File: src/rtl/store_buffer_pkg.sv
// Shared definitions for the store buffer: store size codes and the queued
// entry layout used between the narrowing logic and the FIFO.
package store_buffer_pkg;

    localparam logic [1:0] ST_BYTE = 2'b00;
    localparam logic [1:0] ST_HALF = 2'b01;
    localparam logic [1:0] ST_WORD = 2'b10;

    typedef struct packed {
        logic [31:0] addr;
        logic [31:0] wdata;
        logic [3:0]  be;
    } sb_entry_t;

endpackage

File: src/rtl/store_narrow.sv
// Combinational store narrowing: replicates the register value across
// byte lanes, builds the byte-enable mask and flags misaligned stores.
module store_narrow
    import store_buffer_pkg::*;
(
    input  logic [1:0]  addr,
    input  logic [31:0] data,
    input  logic [1:0]  size,
    output logic [31:0] wdata,
    output logic [3:0]  be,
    output logic        misaligned
);

    always_comb begin
        wdata      = '0;
        be         = '0;
        misaligned = 1'b0;
        case (size)
            ST_BYTE: begin
                wdata = {4{data[7:0]}};
                be    = 4'b0001 << addr;
            end
            ST_HALF: begin
                wdata      = {2{data[15:0]}};
                be         = addr[1] ? 4'b1100 : 4'b0011;
                misaligned = addr[0];
            end
            ST_WORD: begin
                wdata      = data;
                be         = 4'b1111;
                misaligned = addr != 2'b00;
            end
            // Reserved size code is always rejected
            default: misaligned = 1'b1;
        endcase
    end

endmodule

File: src/rtl/store_buffer.sv
// Store buffer: narrows accepted stores onto byte lanes, queues them in a
// small FIFO and drains one entry per memory handshake.
module store_buffer
    import store_buffer_pkg::*;
#(
    parameter int DEPTH = 4
) (
    input  logic                     clk,
    input  logic                     reset,
    input  logic                     req_valid,
    output logic                     req_ready,
    input  logic [31:0]              req_addr,
    input  logic [31:0]              req_data,
    input  logic [1:0]               req_size,
    output logic                     mem_valid,
    input  logic                     mem_ready,
    output logic [31:0]              mem_addr,
    output logic [31:0]              mem_wdata,
    output logic [3:0]               mem_be,
    output logic                     err_valid,
    output logic [31:0]              err_addr,
    output logic [$clog2(DEPTH):0]   count
);

    localparam int AW = $clog2(DEPTH);
    localparam logic [AW:0] FULL = (AW + 1)'(DEPTH);

    sb_entry_t       fifo_q [DEPTH];
    sb_entry_t       head;
    logic [AW-1:0]   wr_ptr;
    logic [AW-1:0]   rd_ptr;
    logic [31:0]     n_wdata;
    logic [3:0]      n_be;
    logic            n_mis;
    logic            accept;
    logic            push;
    logic            pop;

    store_narrow u_narrow (
        .addr       (req_addr[1:0]),
        .data       (req_data),
        .size       (req_size),
        .wdata      (n_wdata),
        .be         (n_be),
        .misaligned (n_mis)
    );

    // Ready comes only from registered occupancy, never from mem_ready
    assign req_ready = count != FULL;
    assign mem_valid = count != '0;
    assign accept    = req_valid && req_ready;
    assign push      = accept && !n_mis;
    assign pop       = mem_valid && mem_ready;
    assign head      = fifo_q[rd_ptr];

    assign mem_addr  = mem_valid ? head.addr  : '0;
    assign mem_wdata = mem_valid ? head.wdata : '0;
    assign mem_be    = mem_valid ? head.be    : '0;

    always_ff @(posedge clk) begin
        if (push) begin
            fifo_q[wr_ptr] <= '{
                addr:  {req_addr[31:2], 2'b00},
                wdata: n_wdata,
                be:    n_be
            };
        end
    end

    always_ff @(posedge clk or posedge reset) begin
        if (reset) begin
            wr_ptr <= '0;
            rd_ptr <= '0;
            count  <= '0;
        end else begin
            if (push) wr_ptr <= wr_ptr + 1'b1;
            if (pop)  rd_ptr <= rd_ptr + 1'b1;
            case ({push, pop})
                2'b10:   count <= count + 1'b1;
                2'b01:   count <= count - 1'b1;
                default: count <= count;
            endcase
        end
    end

    always_ff @(posedge clk or posedge reset) begin
        if (reset) begin
            err_valid <= 1'b0;
            err_addr  <= '0;
        end else begin
            err_valid <= accept && n_mis;
            if (accept && n_mis) err_addr <= req_addr;
        end
    end

endmodule

File: config.mk
export PLATFORM = sky130hd
export DESIGN_NAME = store_buffer
export DESIGN_NICKNAME = d
export VERILOG_FILES = /design/src/rtl/store_buffer_pkg.sv /design/src/rtl/store_narrow.sv /design/src/rtl/store_buffer.sv
export SDC_FILE = /design/constraint.sdc
export NUM_CORES = 1
export LEC_CHECK = 0
export ABC_AREA = 0
export CAP_MARGIN = 15
export CORE_MARGIN = 4
export CORE_UTILIZATION = 54
export DETAILED_ROUTE_END_ITERATION = 6
export PLACE_DENSITY = 0.79
export SLEW_MARGIN = 0
export SYNTH_ARGS = -nofsm -noshare
export SYNTH_HDL_FRONTEND = slang
export SYNTH_HIERARCHICAL = 1
export SYNTH_SLANG_ARGS = --single-unit
File: constraint.sdc
create_clock -name clk -period 4.7 [get_ports clk]
set_input_delay 0.94 -clock clk [delete_from_list [all_inputs] [get_ports clk]]
set_output_delay 0.94 -clock clk [all_outputs]
set_load 0.02 [all_outputs]
==> results of run 1 <==
-- sequential cells by signal, indices dropped and copies added, names as in the netlist --
| register | count |
|---|---|
| count | 3 |
| wr_ptr | 2 |
| err_addr | 32 |
| err_valid | 1 |
| rd_ptr | 2 |
| fifo_q | 264 |
-- area by class of cell --
cell class	count	area (µm²)	share of cell area, %
Multi-Input combinational cell	270	3070	20.0
Clock inverter	14	233	1.52
Clock buffer	42	877	5.73
Tap cell	280	350	2.29
Inverter	8	30.0	0.196
Sequential cell	304	8930	58.3
Timing Repair Buffer	180	1820	11.9
-- Yosys cell counts, types with 4 or more instances --
cell | n | share of area, %
buf_2 | 11 | 0.45
a21o_1 | 8 | 0.49
mux2_2 | 4 | 0.37
mux2_4 | 29 | 3.6
o21ai_1 | 15 | 0.61
and2_1 | 79 | 4.0
nor2_1 | 4 | 0.12
edfxtp_1 | 264 | 65
buf_4 | 5 | 0.31
inv_1 | 7 | 0.21
mux4_2 | 66 | 12
a21oi_1 | 17 | 0.69
nand2_1 | 9 | 0.28
clkbuf_1 | 11 | 0.34
buf_6 | 4 | 0.37
ha_1 | 5 | 0.51
dfrtp_1 | 40 | 8.2
nor2b_1 | 10 | 0.51
-- power groups by stage --
stage	Sequential (mW)	Combinational [mW]	Clock, mW
floorplan	3.67	2.15	0
global placement	3.65	3.66	0
detailed placement	3.69	3.69	0
CTS	3.64	3.73	2.64
global route	3.68	3.92	2.77
finish	3.62	3.69	2.59
-- per-layer routing --
metal / GRT usage (%) / up-vias
li1: - / 2759
met1: 29.6 / 3201
met2: 31.5 / 273
met3: 5.25 / 29
met4: 3.41 / 0
met5: 0 / -
-- worst min-delay path by stage --
| stage | endpoint | slack (ps) | startpoint | cells past startpoint |
|---|---|---|---|---|
| after global placement | count[2] | 490 | count[2] | 1 |
| final | err_addr[23] | 510 | err_addr[23] | 1 |
| after detailed placement | err_addr[23] | 490 | err_addr[23] | 1 |
| after CTS | err_addr[23] | 510 | err_addr[23] | 1 |
| after floorplan | wr_ptr[1] | 530 | wr_ptr[1] | 1 |
| after global routing | err_addr[23] | 520 | err_addr[23] | 1 |
-- cells by family (layout without fill, tap and decap cells) --
group | count (synthesis) | count (layout)
AO/OA/AOI/OAI | 48 | 48
XOR/XNOR | 6 | 6
adder cells (fa/ha/maj) | 6 | 6
buffers and inverters | 45 | 244
flip-flops | 304 | 304
multiplexers | 101 | 101
other | 1 | 2
AND/OR/NAND/NOR | 107 | 107
-- worst max-delay path, cell delays in order (launching register included) --
cell and delay (ps):
dfrtp_4 900, buf_4 350, mux4_2 510, and2_1 180
clkdlybuf4s50_1 560
==> impl_metrics.yaml, run 1 <==
run_status:
  outcome: "complete, no violations"
placed_design:
  place_inst: 1041
  gp_congestion: 0.795
  port_buffers: 173
  dpl.hpwl_um: 14900
  pre_cts_ws_ps: 1210
  placed_area_um2: 14200
logic_synthesis:
  synthMuxAreaShare_pct: 16.2
  async_flop_share_pct: 13.2
  ys_seq_area_share_pct: 72.8
  synth-simple-area-share_pct: 5.31
  synth_top_family_by_area: "multiplexers"
  yosysUniqueCellTypes: 36
  ys.flop_type: "edfxtp_1"
  synth_compound_area_share_pct: 2.27
  avgSynthCellArea_um2: 19.8
  synth_edf_count: 264
  synth_xor_area_share_pct: 0.429
  synth_area_um2: 12300
  ys.warnings.count: 6
  netlist_instances: 618
  synth_seq_cells: 304
  synth-adder-area-share_pct: 0.673
timing:
  fin_skew_ps: 19.0
  whs_ps: 508
  period_share_pct: 85.7
  setup_slack_ps: 672
  fin_setup_tns_ps: 0
  relSlewSlack_pct: 32.4
  tightest_slew_ps: 1010
  period_minus_slack_ps: 4030
  drv_slew: 0
  setup_viol: 0
  grt_setup_unrepaired: "no"
  hold_viol_final: 0
  max_freq_mhz: 248
critical_path:
  r2r_cells: 8
  arrival_ps: 3090
  cp-end-kind: "output pin"
  critPathLaunchType: "flip-flop"
  crit_path_start: "rd_ptr[0]"
  crit_path_end: "mem_addr[2]"
  rr_endpoint: "count[2]"
  critPathKind: "reg2out"
  r2r_setup_slack_ps: 2320
  reg2reg_from: "count[0]"
  cp_max_fo: 35
  cp.required_ps: 3760
routing:
  dr.pass1.iters: 5
  wl_met2_um: 11800
  finalWirelength_um: 24900
  dr.first_iter.drc_count: 455
  m1WireLength_um: 10300
  drc: 0
  topRoutingLayerUsed: "met4"
  vias: 6262
  wl_met3_um: 2450
  ant_nets: 0
  vias_per_cell: 5.70
  wl_per_cell_um: 22.6
power:
  swShare_pct: 30.1
  power_frac_comb_pct: 37.2
  vdd_ir_drop_max_mv: 0.424
  finalPower_mw: 9.90
  intPower_mw: 6.92
  power_frac_clock_pct: 26.2
  p_sw_mw: 2.98
  powerDensity_nw_per_um2: 647
  pwr-share-seq_pct: 36.6
  leakage_nw: 5.30
clock_tree:
  post-cts-setup-buffers: 0
  cts_buffers: 30
  htree_num_levels: 1
  cts_buffer_depth: 3
  path_clk_slew_ps: 60
  cts_tree: "done"
  ctsRootBufferMaster: "clkbuf_16"
  hold_buffers: 0
  cts.repair.resized: 0
  cts.sinks: 304
  clkLatencyLatePin_ps: 540
die:
  io_pins: 176
  start_util_pct: 55.5
  die_x_um: 159
  design.core.area_um2: 22100
  die-area_um2: 25200
  fp.dieH_um: 159
  fp-row-count: 54
global_routing:
  grt_first_pass_wirelength_um: 38600
  antenna_found_initial: 0
  grt_pass1_vias: 6659
  overflow: 0
  grt_max_degree: 70
  grtUsageTotal_pct: 20.1
min_path:
  hold_class: "reg2reg"
final_layout:
  stdcell_count: 1098
  nets: 870
  fin_area_um2: 15300
  mostFrequentLayoutCell: "edfxtp_1"
  drive_gt1_share_pct: 20.8
  utilization_pct: 69.3
  area_growth_pct: 24.9
  antenna_cells: 0
  fillCellCount: 1359
  final_cell_mix: "edfxtp_1, clkdlybuf4s50_1, and2_1"
run:
  drv_cap: 0
Note: power is estimated with default switching activity, not from simulation.
==> run 2, diff against run 1 <==
SYNTH_HIERARCHICAL = unset   (was 1)
==> run 2 against run 1 <==
  * Global-route usage is 0.56 points higher
  * Count of clock-buffer cells in the layout is 11 lower
  * Synthesized cell count is 0.49% higher
  * Combinational power is 1% lower
  * Clock power is 8.5% lower
  * Worst setup slack better by 51 ps
  * Via count is 1.3% higher
  * Register-to-register slack worse by 40 ps
  * Final area is 0.60% lower
  * First-iteration DRC count is 4.6% higher
  * Highest routed layer unchanged
==> impl_metrics.yaml, run 2 <==
critical_path:
  cp.required_ps: 3760
  critPathLaunchType: "flip-flop"
  arrival_ps: 3040
  max_stage_delay_ps: 860
  cpMaxStageDelayCell: "dfrtp_4"
  reg2reg_from: "count[0]"
  crit_chain: "buf_4, mux4_2, and2_1, clkdlybuf4s50_1"
  cp_max_fo: 32
  critPathKind: "reg2out"
  crit_path_start: "rd_ptr[0]"
  cp-end-kind: "output pin"
  r2r_cells: 8
placed_design:
  pre_cts_ws_ps: 1120
  port_buffers: 173
  gp_congestion: 0.839
  dpl.hpwl_um: 16100
logic_synthesis:
  yosysMostFrequentCell: "edfxtp_1"
  ys_seq_area_share_pct: 73.6
  async_flop_share_pct: 13.2
  avgSynthCellArea_um2: 19.5
  ys.warnings.count: 0
  ys.flop_type: "edfxtp_1"
  netlist_instances: 621
  yosysUniqueCellTypes: 33
  synth_edf_count: 264
  synth_area_leader_cell: "edfxtp_1"
  synth_top_area_share_pct: 65.3
  yosys-top-cells-area: "edfxtp_1, mux4_2, dfrtp_1"
  synth_seq_cells: 304
  synth_common_cells: "edfxtp_1, and2_1, mux4_2"
  synth_area_um2: 12100
routing:
  dr.first_iter.drc_count: 476
  vias: 6341
  wl_met2_um: 12000
  ant_nets: 0
  vias_per_cell: 5.71
  wl_met3_um: 2350
  drc: 0
  wl_per_cell_um: 22.7
  dr.pass1.iters: 5
  m1WireLength_um: 10300
  finalWirelength_um: 25200
  topRoutingLayerUsed: "met4"
die:
  design.core.area_um2: 22000
  io_pins: 176
  die-area_um2: 24900
  fp-row-count: 54
  start_util_pct: 55.2
  fp.dieH_um: 158
  die_x_um: 158
power:
  finalPower_mw: 9.62
  vdd_ir_drop_max_mv: 0.425
  leakage_nw: 5.28
  powerDensity_nw_per_um2: 632
timing:
  drv_slew: 0
  period_minus_slack_ps: 3980
  grt_setup_unrepaired: "no"
  fin_skew_ps: 10.2
  max_freq_mhz: 251
  setup_viol: 0
  hold_viol_final: 0
  fin_setup_tns_ps: 0
  whs_ps: 488
  tightest_slew_ps: 704
  period_share_pct: 84.6
  setup_slack_ps: 723
  relSlewSlack_pct: 53.1
global_routing:
  overflow: 0
  grt_max_degree: 70
  grtUsageTotal_pct: 20.7
  antenna_found_initial: 1
  grt_first_pass_wirelength_um: 39200
  grt_pass1_vias: 6789
final_layout:
  nets: 883
  largest_register_ffs: 264
  utilization_pct: 69.3
  top_register: "fifo_q"
  drive_gt1_share_pct: 21.0
  reg.largest.list: "fifo_q (264), err_addr (32), count (3)"
  mostFrequentLayoutCell: "edfxtp_1"
  area_growth_pct: 25.5
  final_cell_mix: "edfxtp_1, clkdlybuf4s50_1, and2_1"
clock_tree:
  hold_buffers: 0
  cts_buffer_depth: 3
  cts.sinks: 304
  cts_buffers: 29
  htree_num_levels: 1
  cts_tree: "done"
  post-cts-setup-buffers: 0
  cts.repair.resized: 0
  ctsRootBufferMaster: "clkbuf_16"
  clkLatencyLatePin_ps: 540
  path_clk_slew_ps: 60
run:
  drv_cap: 0
min_path:
  hp-start: "err_addr[16]"
  hold_class: "reg2reg"
  hold_path_depth: 1
run_status:
  outcome: "complete, no violations"
==> run 2: through the flow <==
| stage | instance area, µm² | std cells |
|---|---|---|
| 6_report | 15200 | 1111 |
| 5_1_grt | 15200 | 1111 |
| 4_1_cts | 15200 | 1109 |
| 2_1_floorplan | 12100 | 622 |
| 3_5_place_dp | 14200 | 1055 |
| 3_3_place_gp | 14200 | 1055 |
==> run 2: cells by family (layout without fill, tap and decap cells) <==
kind of cell,Yosys count,after routing,share of synthesized area (%)
DFF,304,304,73.6
xor gates and xnor gates,6,6,0.433
adders and majority gates,6,6,0.681
buffers and inverters,57,265,2.26
other,1,3,0.0309
muxes,110,110,16.2
and+or+nand+nor,96,96,4.68
AOI/OAI and AO/OA,41,41,2.09
==> run 2: area by class of cell <==
| type | count | area, µm² |
|---|---|---|
| clock inverters | 23 | 248 |
| multi-input cells | 261 | 2960 |
| well taps | 280 | 350 |
| inverters | 20 | 75.1 |
| flip-flops and latches | 304 | 8930 |
| repair buffers | 191 | 1900 |
| diodes | 1 | 2.50 |
| clock buffers | 31 | 743 |
| fillers | 1350 | 6740 |
==> run 2: report_power, final <==
| group | switching [mW] | internal, mW | leakage, nW | total [mW] |
|---|---|---|---|---|
| combinational | 1.77 | 1.88 | 1.93 | 3.65 |
| sequential | 0.263 | 3.34 | 2.87 | 3.60 |
| clock | 0.990 | 1.38 | 0.474 | 2.37 |
| total | 3.02 | 6.60 | 5.28 | 9.62 |
==> run 2: critical path, delay by kind of cell (launching register included) <==
family	cells	cell delay, ps
flops	1	860
mux	1	530
buf+inv	2	910
simple gates	1	180
==> run 2: path summary, 6_finish.rpt <==
check                                     to  slack, ps
worst min-delay path            err_addr[16]        490
worst max-delay path            mem_addr[14]        720
max in group asynchronous          rd_ptr[0]       3240
worst max register to register      count[2]       2280
worst min register to register  err_addr[16]        490
min in group asynchronous       err_addr[11]        720
==> run 2: per-layer routing <==
layer  vias up  GRT usage [%]
met3        41           5.88
met2       284           32.8
li1       2781              -
met1      3235           28.7
met5         -              0
met4         0           5.69
==> run 3, diff against run 2 <==
clock period = 3.7 ns   (was 4.7 ns; I/O delays follow)
==> run 3 against run 2 <==
  * Final area up 0.95%
  * Sequential power up 25%
  * Sequential cell count unchanged
  * Global-route usage up 0.072 points
  * Critical path type unchanged
  * Clock power up 36%
  * Register-to-register slack worse by 1100 ps
  * Count of clock-buffer cells in the layout up 14
  * Sequential share of layout area down 0.55 points
  * Largest cell class unchanged
  * Utilization up 0.66 points
  * Largest power group unchanged
  * Routed wire length up 0.81%
  * Die area unchanged
==> impl_metrics.yaml, run 3 (same netlist as run 2, synthesis figures left out) <==
run_status:
  outcome: "complete, no violations"
timing:
  fin_skew_ps: 8.11
  setup_viol: 0
  period_minus_slack_ps: 3470
  hold_viol_final: 0
  max_freq_mhz: 288
  relSlewSlack_pct: 50.5
  setup_slack_ps: 228
  tightest_slew_ps: 738
  drv_slew: 0
  period_share_pct: 93.8
  grt_setup_unrepaired: "no"
placed_design:
  gp_congestion: 0.779
  place_inst: 1061
  dpl.hpwl_um: 16100
  pre_cts_ws_ps: 530
  port_buffers: 173
final_layout:
  antenna_cells: 0
  reg.largest.list: "fifo_q (264), err_addr (32), count (3)"
  area_growth_pct: 26.6
  final_cell_mix: "edfxtp_1, clkdlybuf4s50_1, and2_1"
  drive_gt1_share_pct: 21.1
  top_register: "fifo_q"
  nets: 890
  mostFrequentLayoutCell: "edfxtp_1"
  largest_register_ffs: 264
  stdcell_count: 1118
  fillCellCount: 1369
run:
  drv_cap: 0
critical_path:
  arrival_ps: 2730
  cp_max_fo: 14
  critPathKind: "reg2out"
  critPathLaunchType: "flip-flop"
  cp.required_ps: 2960
  cp-end-kind: "output pin"
routing:
  wl_per_cell_um: 22.7
  dr.pass1.iters: 4
  vias: 6438
  ant_nets: 0
  drc: 0
  vias_per_cell: 5.76
  dr.first_iter.drc_count: 424
  finalWirelength_um: 25400
power:
  powerDensity_nw_per_um2: 813
  vdd_ir_drop_max_mv: 0.487
  leakage_nw: 5.37
clock_tree:
  cts.sinks: 304
  cts_buffer_depth: 3
  hold_buffers: 0
  htree_num_levels: 1
  clkLatencyLatePin_ps: 530
  path_clk_slew_ps: 60
  cts_tree: "done"
  cts_buffers: 30
  ctsRootBufferMaster: "clkbuf_16"
die:
  start_util_pct: 55.2
  die_x_um: 158
  die-area_um2: 24900
  design.core.area_um2: 22000
  fp-row-count: 54
  io_pins: 176
  fp.dieH_um: 158
global_routing:
  antenna_found_initial: 0
  overflow: 0
  grt_max_degree: 70
  grt_first_pass_wirelength_um: 39500
  grtUsageTotal_pct: 20.7
  grt_pass1_vias: 6980
min_path:
  hold_class: "reg2reg"
[run 3: final cells by class]
cell class,count,area (µm²),share of cell area [%]
flip-flops and latches,304,8930,58.1
inverters,20,75.1,0.489
multi-input cells,261,2970,19.3
well taps,280,350,2.28
clock buffers,45,898,5.85
repair buffers,197,1960,12.7
clock inverters,11,183,1.19
[run 3: path summary, 6_finish.rpt]
check	startpoint	endpoint	slack [ps]	depth (start not counted)
min	err_addr[31]	err_addr[31]	490	1
min reg2reg	err_addr[31]	err_addr[31]	490	1
max	rd_ptr[0]	mem_addr[14]	230	4
min in group asynchronous	reset	err_addr[0]	550	2
max reg2reg	count[1]	count[2]	1180	8
max in group asynchronous	reset	rd_ptr[0]	2390	3
[run 3: critical path, cell delays in order (launching register included)]
cell and delay (ps):
dfrtp_4 640, buf_4 290, mux4_2 510, and2_1 190, clkdlybuf4s50_1 560
[run 3: report_power, final]
part	internal [mW]	switching, mW	leakage, nW	total, mW
registers	4.24	0.242	2.87	4.49
clock network	2.02	1.20	0.531	3.22
logic	2.43	2.36	1.97	4.79
total	8.70	3.80	5.37	12.5
[run 3: per-stage QoR]
step / hold slack, ps / instance area, µm² / utilization, % / TNS, ps / power (mW)
3_5_place_dp: 478 / 14300 / 64.9 / 0 / 9.35
6_report: 490 / 15400 / 70.0 / 0 / 12.5
4_1_cts: 496 / 15300 / 69.8 / 0 / 12.6
2_1_floorplan: 498 / 12100 / - / -268510 / 7.27
5_1_grt: 521 / 15400 / 70.0 / 0 / 13.1
3_3_place_gp: 473 / 14300 / 64.9 / 0 / 9.24
[run 3: routing by layer]
metal | part of all wire [%] | vias up | track usage, %
met3 | 8.6 | 23 | 4.98
met5 | 0 | - | 0
met2 | 50 | 253 | 34.4
met1 | 40 | 3365 | 28.9
li1 | - | 2797 | -
met4 | 1.0 | 0 | 3.93
[run 3: repair_timing]
item,CTS,global route
buffers inserted,0,1
endpoints found under the setup margin,41,23
gates resized for setup,1,0
